[config.mk]
export PLATFORM = sky130hd
export DESIGN_NAME = draw_layer_arbiter
export DESIGN_NICKNAME = d
export VERILOG_FILES = /design/src/rtl/draw_layer_pkg.sv /design/src/rtl/draw_layer_arbiter_prio_select.sv /design/src/rtl/draw_layer_arbiter.sv
export SDC_FILE = /design/constraint.sdc
export NUM_CORES = 1
export LEC_CHECK = 0
export CORE_MARGIN = 10
export CORE_UTILIZATION = 40
export CTS_CLUSTER_DIAMETER = 50
export DETAILED_ROUTE_END_ITERATION = 8
export PLACE_DENSITY = 0.71
export SLEW_MARGIN = 20
export SYNTH_ARGS = -nofsm -noshare
export SYNTH_HDL_FRONTEND = slang
export SYNTH_SLANG_ARGS = --single-unit
[constraint.sdc]
create_clock -name clk -period 2.4 [get_ports clk]
set_clock_uncertainty 0.15 [all_clocks]
set_input_delay 0.48 -clock clk [delete_from_list [all_inputs] [get_ports clk]]
set_output_delay 0.48 -clock clk [all_outputs]
set_load 0.01 [all_outputs]
[src/rtl/draw_layer_pkg.sv]
// Shared types, defaults and the permutation check for the draw-layer arbiter.
// Optional blink feature (LAYER_BLINK_EN) lives in draw_layer_arbiter.
package draw_layer_pkg;

  localparam int NUM_LAYERS_DEF = 4;
  localparam int IDX_W_DEF      = 2;
  localparam int MAX_LAYERS     = 16;

  typedef logic [IDX_W_DEF-1:0] layer_idx_t;
  typedef layer_idx_t [NUM_LAYERS_DEF-1:0] prio_order_t;

  typedef enum logic {
    IDLE    = 1'b0,
    PENDING = 1'b1
  } cfg_state_t;

  // flat holds n slots of w bits each, slot 0 in the LSBs.
  function automatic logic is_permutation(input logic [63:0] flat,
                                          input int unsigned n,
                                          input int unsigned w);
    logic [MAX_LAYERS-1:0] seen;
    logic                  ok;
    logic [63:0]           slot;
    seen = '0;
    ok   = 1'b1;
    slot = '0;
    for (int unsigned k = 0; k < MAX_LAYERS; k++) begin
      if (k < n) begin
        slot = (flat >> (k * w)) & ((64'd1 << w) - 64'd1);
        if (slot >= 64'(n))          ok = 1'b0;
        else if (seen[slot[3:0]])    ok = 1'b0;
        else                         seen[slot[3:0]] = 1'b1;
      end
    end
    return ok;
  endfunction

endpackage

[src/rtl/draw_layer_arbiter_prio_select.sv]
// Combinational priority scan: first slot of the order whose layer requests wins.
module prio_select
  import draw_layer_pkg::*;
#(
  parameter int NUM_LAYERS = NUM_LAYERS_DEF,
  parameter int IDX_W      = IDX_W_DEF
) (
  input  logic [IDX_W*NUM_LAYERS-1:0] order_i,
  input  logic [NUM_LAYERS-1:0]       req_i,
  output logic                        hit_o,
  output logic [IDX_W-1:0]            idx_o
);

  logic [IDX_W-1:0] slot;

  // Walk from the lowest priority upward so slot 0 overrides everything.
  always_comb begin
    hit_o = 1'b0;
    idx_o = '0;
    slot  = '0;
    for (int k = NUM_LAYERS - 1; k >= 0; k--) begin
      slot = order_i[IDX_W*k +: IDX_W];
      if (32'(slot) < NUM_LAYERS && req_i[slot]) begin
        hit_o = 1'b1;
        idx_o = slot;
      end
    end
  end

endmodule

[src/rtl/draw_layer_arbiter.sv]
// Registered, reprogrammable layer priority arbiter; new orders commit on startOfFrame.
// Define LAYER_BLINK_EN to add blink_mask and a 5-bit frame counter gating masked layers.
module draw_layer_arbiter
  import draw_layer_pkg::*;
#(
  parameter int         NUM_LAYERS = NUM_LAYERS_DEF,
  parameter int         IDX_W      = IDX_W_DEF,
  parameter logic [7:0] BG_RGB     = 8'h00
) (
  input  logic                        clk,
  input  logic                        reset,
  input  logic                        startOfFrame,
  input  logic [NUM_LAYERS-1:0]       layer_DR,
  input  logic [8*NUM_LAYERS-1:0]     layer_RGB,
`ifdef LAYER_BLINK_EN
  input  logic [NUM_LAYERS-1:0]       blink_mask,
`endif
  input  logic                        cfg_valid,
  input  logic [IDX_W*NUM_LAYERS-1:0] cfg_order,
  output logic                        cfg_ready,
  output logic                        cfg_err,
  output logic                        cfg_pending,
  output logic [7:0]                  RGBOut,
  output logic                        layer_hit,
  output logic [IDX_W-1:0]            hit_index
);

  localparam int OW = IDX_W * NUM_LAYERS;

  function automatic logic [OW-1:0] identity_order();
    logic [OW-1:0] o;
    o = '0;
    for (int k = 0; k < NUM_LAYERS; k++) o[IDX_W*k +: IDX_W] = IDX_W'(k);
    return o;
  endfunction

  localparam logic [OW-1:0] IDENT = identity_order();

  cfg_state_t       state_q, state_d;
  logic [OW-1:0]    act_q, act_d;
  logic [OW-1:0]    shadow_q, shadow_d;
  logic             err_q, err_d;
  logic [7:0]       rgb_q, rgb_d;
  logic             hit_q;
  logic [IDX_W-1:0] idx_q;
  logic [NUM_LAYERS-1:0] req_eff;
  logic             win_hit;
  logic [IDX_W-1:0] win_idx;
  logic             xfer;
  logic             perm_ok;

`ifdef LAYER_BLINK_EN
  logic [4:0] frame_q;

  always_ff @(posedge clk or posedge reset) begin
    if (reset)             frame_q <= '0;
    else if (startOfFrame) frame_q <= frame_q + 5'd1;
  end

  // Second half of each 32-frame period hides the masked layers.
  assign req_eff = frame_q[4] ? (layer_DR & ~blink_mask) : layer_DR;
`else
  assign req_eff = layer_DR;
`endif

  prio_select #(
    .NUM_LAYERS (NUM_LAYERS),
    .IDX_W      (IDX_W)
  ) u_prio_select (
    .order_i (act_q),
    .req_i   (req_eff),
    .hit_o   (win_hit),
    .idx_o   (win_idx)
  );

  assign cfg_ready   = (state_q == IDLE);
  assign cfg_pending = (state_q == PENDING);
  assign xfer        = cfg_valid && cfg_ready;
  assign perm_ok     = is_permutation(64'(cfg_order), NUM_LAYERS, IDX_W);

  always_comb begin
    state_d  = state_q;
    act_d    = act_q;
    shadow_d = shadow_q;
    err_d    = 1'b0;
    case (state_q)
      IDLE: begin
        if (xfer) begin
          if (perm_ok) begin
            shadow_d = cfg_order;
            state_d  = PENDING;
          end else begin
            err_d = 1'b1;
          end
        end
      end
      PENDING: begin
        if (startOfFrame) begin
          act_d   = shadow_q;
          state_d = IDLE;
        end
      end
      default: state_d = IDLE;
    endcase
  end

  always_comb begin
    rgb_d = BG_RGB;
    for (int k = 0; k < NUM_LAYERS; k++) begin
      if (win_hit && 32'(win_idx) == k) rgb_d = layer_RGB[8*k +: 8];
    end
  end

  always_ff @(posedge clk or posedge reset) begin
    if (reset) begin
      state_q  <= IDLE;
      act_q    <= IDENT;
      shadow_q <= IDENT;
      err_q    <= 1'b0;
      rgb_q    <= BG_RGB;
      hit_q    <= 1'b0;
      idx_q    <= '0;
    end else begin
      state_q  <= state_d;
      act_q    <= act_d;
      shadow_q <= shadow_d;
      err_q    <= err_d;
      rgb_q    <= rgb_d;
      hit_q    <= win_hit;
      idx_q    <= win_idx;
    end
  end

  assign cfg_err   = err_q;
  assign RGBOut    = rgb_q;
  assign layer_hit = hit_q;
  assign hit_index = idx_q;

endmodule
After elaboration in Yosys (flattened, before gate mapping)
Cells that the tools add are included.
- register bits: 29
- bits of input ports: 48
- $lt $le $gt $ge: 15
- bitwise logic cells: 3
- reduce and logical (&&, ||, !) cells: 11
- equal/unequal tests: 3
- mux-type cells: 55
- operators by type and width (operator ; number):
    8-bit 2-to-1 mux ; 4
    1-bit 2-to-1 mux ; 29
    4-bit 2-to-1 mux ; 6
    2-bit by 5-bit less-than comparator with 1-bit output (second input constant) ; 4
    1-bit binary-select mux with 2-bit select ; 8
    2-bit by 3-bit greater-or-equal comparator with 1-bit output (second input constant) ; 4
    2-bit by 3-bit less-than comparator with 1-bit output (second input constant) ; 4
    1-bit logical AND ; 8
    2-bit 2-to-1 mux ; 4
    4-bit bitwise OR ; 2
    1-bit demux with 2-bit select ; 3
    2-bit by 1-bit greater-or-equal comparator with 1-bit output (second input constant) ; 3
    2-bit equality test (second input constant) ; 2
    3-bit AND reduction ; 1
    2-bit by 1-bit equality test with 1-bit output (second input constant) ; 1
    2-bit zero test ; 1
    1-bit one-hot mux with 2 select lines ; 1
    2-bit AND reduction ; 1
    1-bit inverter ; 1

Depth between registers and ports, before layout
- word-level depth: 21
- mapped depth: 9
- mapped depth without buffers: 6

Hierarchy
A second synthesis with hierarchy kept.
- cell total of the unflattened synthesis: 148
- area total of the unflattened synthesis: 1744.2 sq um
- modules (own cells, without submodules) (module ; area each (sq um) ; cells each ; sequential area each (sq um) ; instances):
    draw_layer_arbiter ; 1456.4 ; 109 ; 735.7 ; 1
    prio_select ; 287.8 ; 39 ; 0.0 ; 1

Worst setup path before layout
OpenSTA, ideal clock, no wires.
- kind: input -> register
- from: in cfg_order[2]
- to: reg shadow_q[0]
- library setup time: 125 ps
- arrival: 1921 ps
- path slack: 204 ps
- stages on the path: 7
- data required time: 2125 ps
- path through: buf_4 xnor2_1 a222oi_1 mux2i_1 a211oi_2 nand3_4 mux2_2
- cells in the longest elaborated chain, start to end: 16
- RTL lines (item ; RTL line ; text):
    from (decl) ; draw_layer_arbiter.sv:19 ; input logic [IDX_W*NUM_LAYERS-1:0] cfg_order,
    2-bit by 5-bit less-than comparator with 1-bit output (implied by the code) / 2-bit by 1-bit greater-or-equal comparator with 1-bit output (equally long branches) ; draw_layer_pkg.sv:32 ; else seen[slot[3:0]] = 1'b1;
    1-bit logical AND (implied by the code) ; draw_layer_pkg.sv:32 ;
    1-bit 2-to-1 mux (implied by the code) ; draw_layer_pkg.sv:32 ;
    1-bit demux with 2-bit select ; draw_layer_pkg.sv:32 ;
    4-bit bitwise OR (no source line) ; n/a ;
    4-bit 2-to-1 mux ; draw_layer_pkg.sv:31 ; else if (seen[slot[3:0]]) ok = 1'b0;
    4-bit 2-to-1 mux ; draw_layer_pkg.sv:30 ; if (slot >= 64'(n)) ok = 1'b0;
    1-bit binary-select mux with 2-bit select ; draw_layer_pkg.sv:31 ;
    1-bit 2-to-1 mux (implied by the code) ; draw_layer_pkg.sv:31 ;
    4-bit 2-to-1 mux ; draw_layer_pkg.sv:31 ;
    4-bit 2-to-1 mux ; draw_layer_pkg.sv:30 ;
    1-bit binary-select mux with 2-bit select ; draw_layer_pkg.sv:31 ;
    1-bit 2-to-1 mux (implied by the code) ; draw_layer_pkg.sv:31 ;
    1-bit 2-to-1 mux (*) ; draw_layer_pkg.sv:31 ;
    1-bit 2-to-1 mux (*) ; draw_layer_pkg.sv:30 ;
    3-bit AND reduction (no source line) (*) ; n/a ;
    to (signal assigned) ; draw_layer_arbiter.sv:126 ; shadow_q <= shadow_d;
    to (decl) ; draw_layer_arbiter.sv:41 ; logic [OW-1:0] shadow_q, shadow_d;
Every way passes the cells marked *; elsewhere a longest branch is shown, timed or not. The select of a mux whose other input is x is not followed.
A chain may end at the register's enable or synchronous reset.

Final worst setup path
- from: reg act_q[6]
- to: reg rgb_q[1] (netlist: RGBOut[1])
- cells in the longest elaborated chain, start to end: 12
- RTL lines (item ; RTL line ; text):
    from (decl) ; draw_layer_arbiter.sv:40 ; logic [OW-1:0] act_q, act_d;
    from (signal assigned) ; draw_layer_arbiter.sv:125 ; act_q <= act_d;
    1-bit binary-select mux with 2-bit select ; draw_layer_arbiter_prio_select.sv:23 ; if (32'(slot) < NUM_LAYERS && req_i[slot]) begin
    1-bit 2-to-1 mux (implied by the code) ; draw_layer_arbiter_prio_select.sv:23 ;
    2-bit 2-to-1 mux (4 in series) ; draw_layer_arbiter_prio_select.sv:23 ;
    2-bit zero test ; draw_layer_arbiter.sv:110 ; if (win_hit && 32'(win_idx) == k) rgb_d = layer_RGB[8*k +: 8];
    1-bit logical AND ; draw_layer_arbiter.sv:110 ;
    8-bit 2-to-1 mux (3 in series) ; draw_layer_arbiter.sv:110 ;
    8-bit 2-to-1 mux (*) ; draw_layer_arbiter.sv:110 ;
    via rgb_d[1] ; draw_layer_arbiter.sv:43 ; logic [7:0] rgb_q, rgb_d;
    to (signal assigned) ; draw_layer_arbiter.sv:128 ; rgb_q <= rgb_d;
    to (decl) ; draw_layer_arbiter.sv:43 ;
Mark *: on every way through the listed nets, which the timed path passes. The rest lies on a longest branch. The select of a mux whose other input is x is not followed.

==> results.toml <==
[clock_tree]
cts-root-buf = "clkbuf_8"
cts-buffers-inserted = 5
cts_hold_buf = 0
clk_latency_ns = 0.28
cts_tree = "built"
cts_sinks = 29
path_clk_slew_ns = 0.06
clk_path_buf_depth = 2
htreeDepth = 2

[timing]
hold_viol_final = 0
finalSetupViolations = 0
fin_crit_sh_pct = 97.27
max-slew-margin-rel_pct = 74.21
tightest_slew_ns = 0.3761
fmax_mhz = 428.4
slew_viol_final = 0
finalCriticalPeriod_ns = 2.334

[yosys]
syn_nets = 202
ys_types = 34
avgSynthCellArea_um2 = 11.23
synth-edff-count = 0
ys.warnings.count = 0
ys_seq_area_share_pct = 42.55
ys_ff_latch = 29
ys.flop_type = "dfrtp_1"
syn-cell-area_mm2 = 0.001729
async_flop_share_pct = 100.0
syn_inst = 154

[finish]
final_cell_area_mm2 = 0.002750
regArea_um2 = 735.7
final_common_cell = "clkdlybuf4s50_1"
layout-drive-gt1-share_pct = 30.04
nets = 290
multi_input_area_um2 = 965.9
area_growth_pct = 59.05
final_cell_mix = "51 x clkdlybuf4s50_1, 24 x buf_4, 21 x dfrtp_1"
diodes = 0
n_fill_cell = 323

[pwr]
powerDensity_mw_per_mm2 = 1111
cellLeakagePower_nw = 1.200
power_mw = 3.054
max-vdd-ir-drop_v = 0.0005394

[worst_setup_path]
crit_buf_inv = 2
path_class = "flop to flop"
slowest_stage = "dfstp_2"
crit_chain = "mux4_2 > nor4_4 > buf_4 > clkinvlp_4 > a31oi_1 > mux2i_1"
cp_max_fo = 8
cp.arrival_ns = 2.34
worstSetupStartpointType = "flop"
crit_required_ns = 2.40
max_stage_delay_ns = 0.55
crit_family = "multiplexers"
worstSetupEndpointType = "flop"

[floorplan]
fp-row-count = 23
initial_core_util_pct = 42.31
die_y_um = 85.75
die-area_mm2 = 0.007353
core_area_mm2 = 0.004086
ioPinCount = 62
die_x_um = 85.75

[global_route]
grt-ovfl-total = 0
grt_pass1_wl_um = 8659
grt_pass1_vias = 1701
antenna_found_initial = 0
track_usage_pct = 14.42
grt_max_degree = 30

[routing]
first_pass_iters = 5
routed_wl_um = 5465
ant_nets = 0
wire_per_inst_um = 18.65
drt_iter0_markers = 96
num_vias = 1641
route.detailed.drc = 0
via_per_inst = 5.601

[placement]
globalplace.congestion = 0.7860
placed_area_mm2 = 0.002486
io_buffers = 61
hpwl_um = 4044

[outcome]
status = "finished, final reports clean"

[min_path]
hp-class = "flop to flop"

[run]
cap_viol_max_count = 0
cell usage after synthesis, types with 2 or more instances:
cell / n / share of area [%]
nor3b_1: 2 / 0.87
mux2_2: 17 / 11
a31oi_1: 16 / 5.8
dfstp_2: 8 / 12
a222oi_1: 3 / 1.7
nor2b_1: 2 / 0.72
inv_1: 8 / 1.7
xor2_1: 2 / 1.0
o21ai_0: 4 / 1.2
o221ai_1: 2 / 1.0
a221oi_1: 2 / 1.0
mux2i_1: 17 / 9.8
xnor2_1: 3 / 1.5
buf_2: 8 / 2.3
nor2_1: 2 / 0.43
nand2_1: 3 / 0.65
dfrtp_1: 21 / 30
mux4_2: 2 / 2.6
o21a_1: 16 / 6.9
o22ai_1: 2 / 0.72
registers in the layout (all words and copies together), names as in the netlist:
name and flops:
act_q 8, cfg_pending 1, hit_index 2, shadow_q 8
layer_hit 1, cfg_err 1, RGBOut 8
cell type report:
type | count | share of cell area, %
Clock buffer | 6 | 2.639
Clock inverter | 2 | 0.3640
Inverter | 9 | 1.228
Multi-Input combinational cell | 107 | 35.12
Sequential cell | 29 | 26.75
Tap cell | 50 | 2.275
Timing Repair Buffer | 88 | 31.07
Timing Repair inverter | 2 | 0.5460
where the power goes:
part / total, mW / switching, mW / internal [mW]
clock: 0.378 / 0.178 / 0.200
combinational: 1.74 / 0.785 / 0.951
sequential: 0.941 / 0.167 / 0.774
worst paths after layout:
check,start,to,slack (ns),cells after the start
hold reg to reg,cfg_pending,cfg_err,0.35,1
max in group asynchronous,reset,shadow_q[5],1.35,3
setup reg to reg,act_q[6],RGBOut[1],0.07,6
min in group asynchronous,reset,hit_index[1],0.44,3
hold / removal,cfg_pending,cfg_err,0.35,1
setup / recovery,act_q[6],RGBOut[1],0.07,6
cell families (layout without fill, tap and decap cells):
| kind of cell | Yosys count | after routing | share of synthesized area, % |
|---|---|---|---|
| xor gates and xnor gates | 5 | 5 | 2.533 |
| buffers and inverters | 19 | 107 | 4.920 |
| muxes | 36 | 36 | 23.52 |
| AOI/OAI and AO/OA | 51 | 51 | 21.35 |
| and+or+nand+nor | 14 | 15 | 5.138 |
| DFF | 29 | 29 | 42.55 |
routing by layer:
metal | vias to the layer above | wire length (µm) | global-route usage [%]
met1 | 800 | 2109 | 15.98
met4 | 0 | 138 | 7.335
met5 | - | 0 | 0
met2 | 63 | 2964 | 24.93
li1 | 766 | - | -
met3 | 12 | 253 | 3.595
timing repair:
action / in CTS / in global routing
pin swaps: 3 / 11
endpoints found under the setup margin: 13 / 18
setup buffers: 4 / 5
resized for setup: 3 / 19
gates cloned: 1 / 2
through the flow:
| stage | instances | utilization (%) | hold slack [ns] | setup WS (ns) | TNS (ns) |
|---|---|---|---|---|---|
| after CTS | 286 | 64.08 | 0.3514 | 0.01657 | 0 |
| final | 293 | 67.30 | 0.3513 | 0.06556 | 0 |
| after global routing | 293 | 67.30 | 0.3761 | -0.002004 | -0.002004 |
| after global placement | 273 | 60.84 | 0.3259 | -0.2803 | -4.267 |
| after detailed placement | 273 | 60.84 | 0.3330 | -0.3810 | -5.779 |
| after floorplan | 154 | - | 0.3250 | 0.2041 | 0 |
Power figures use the tool's default switching activity.
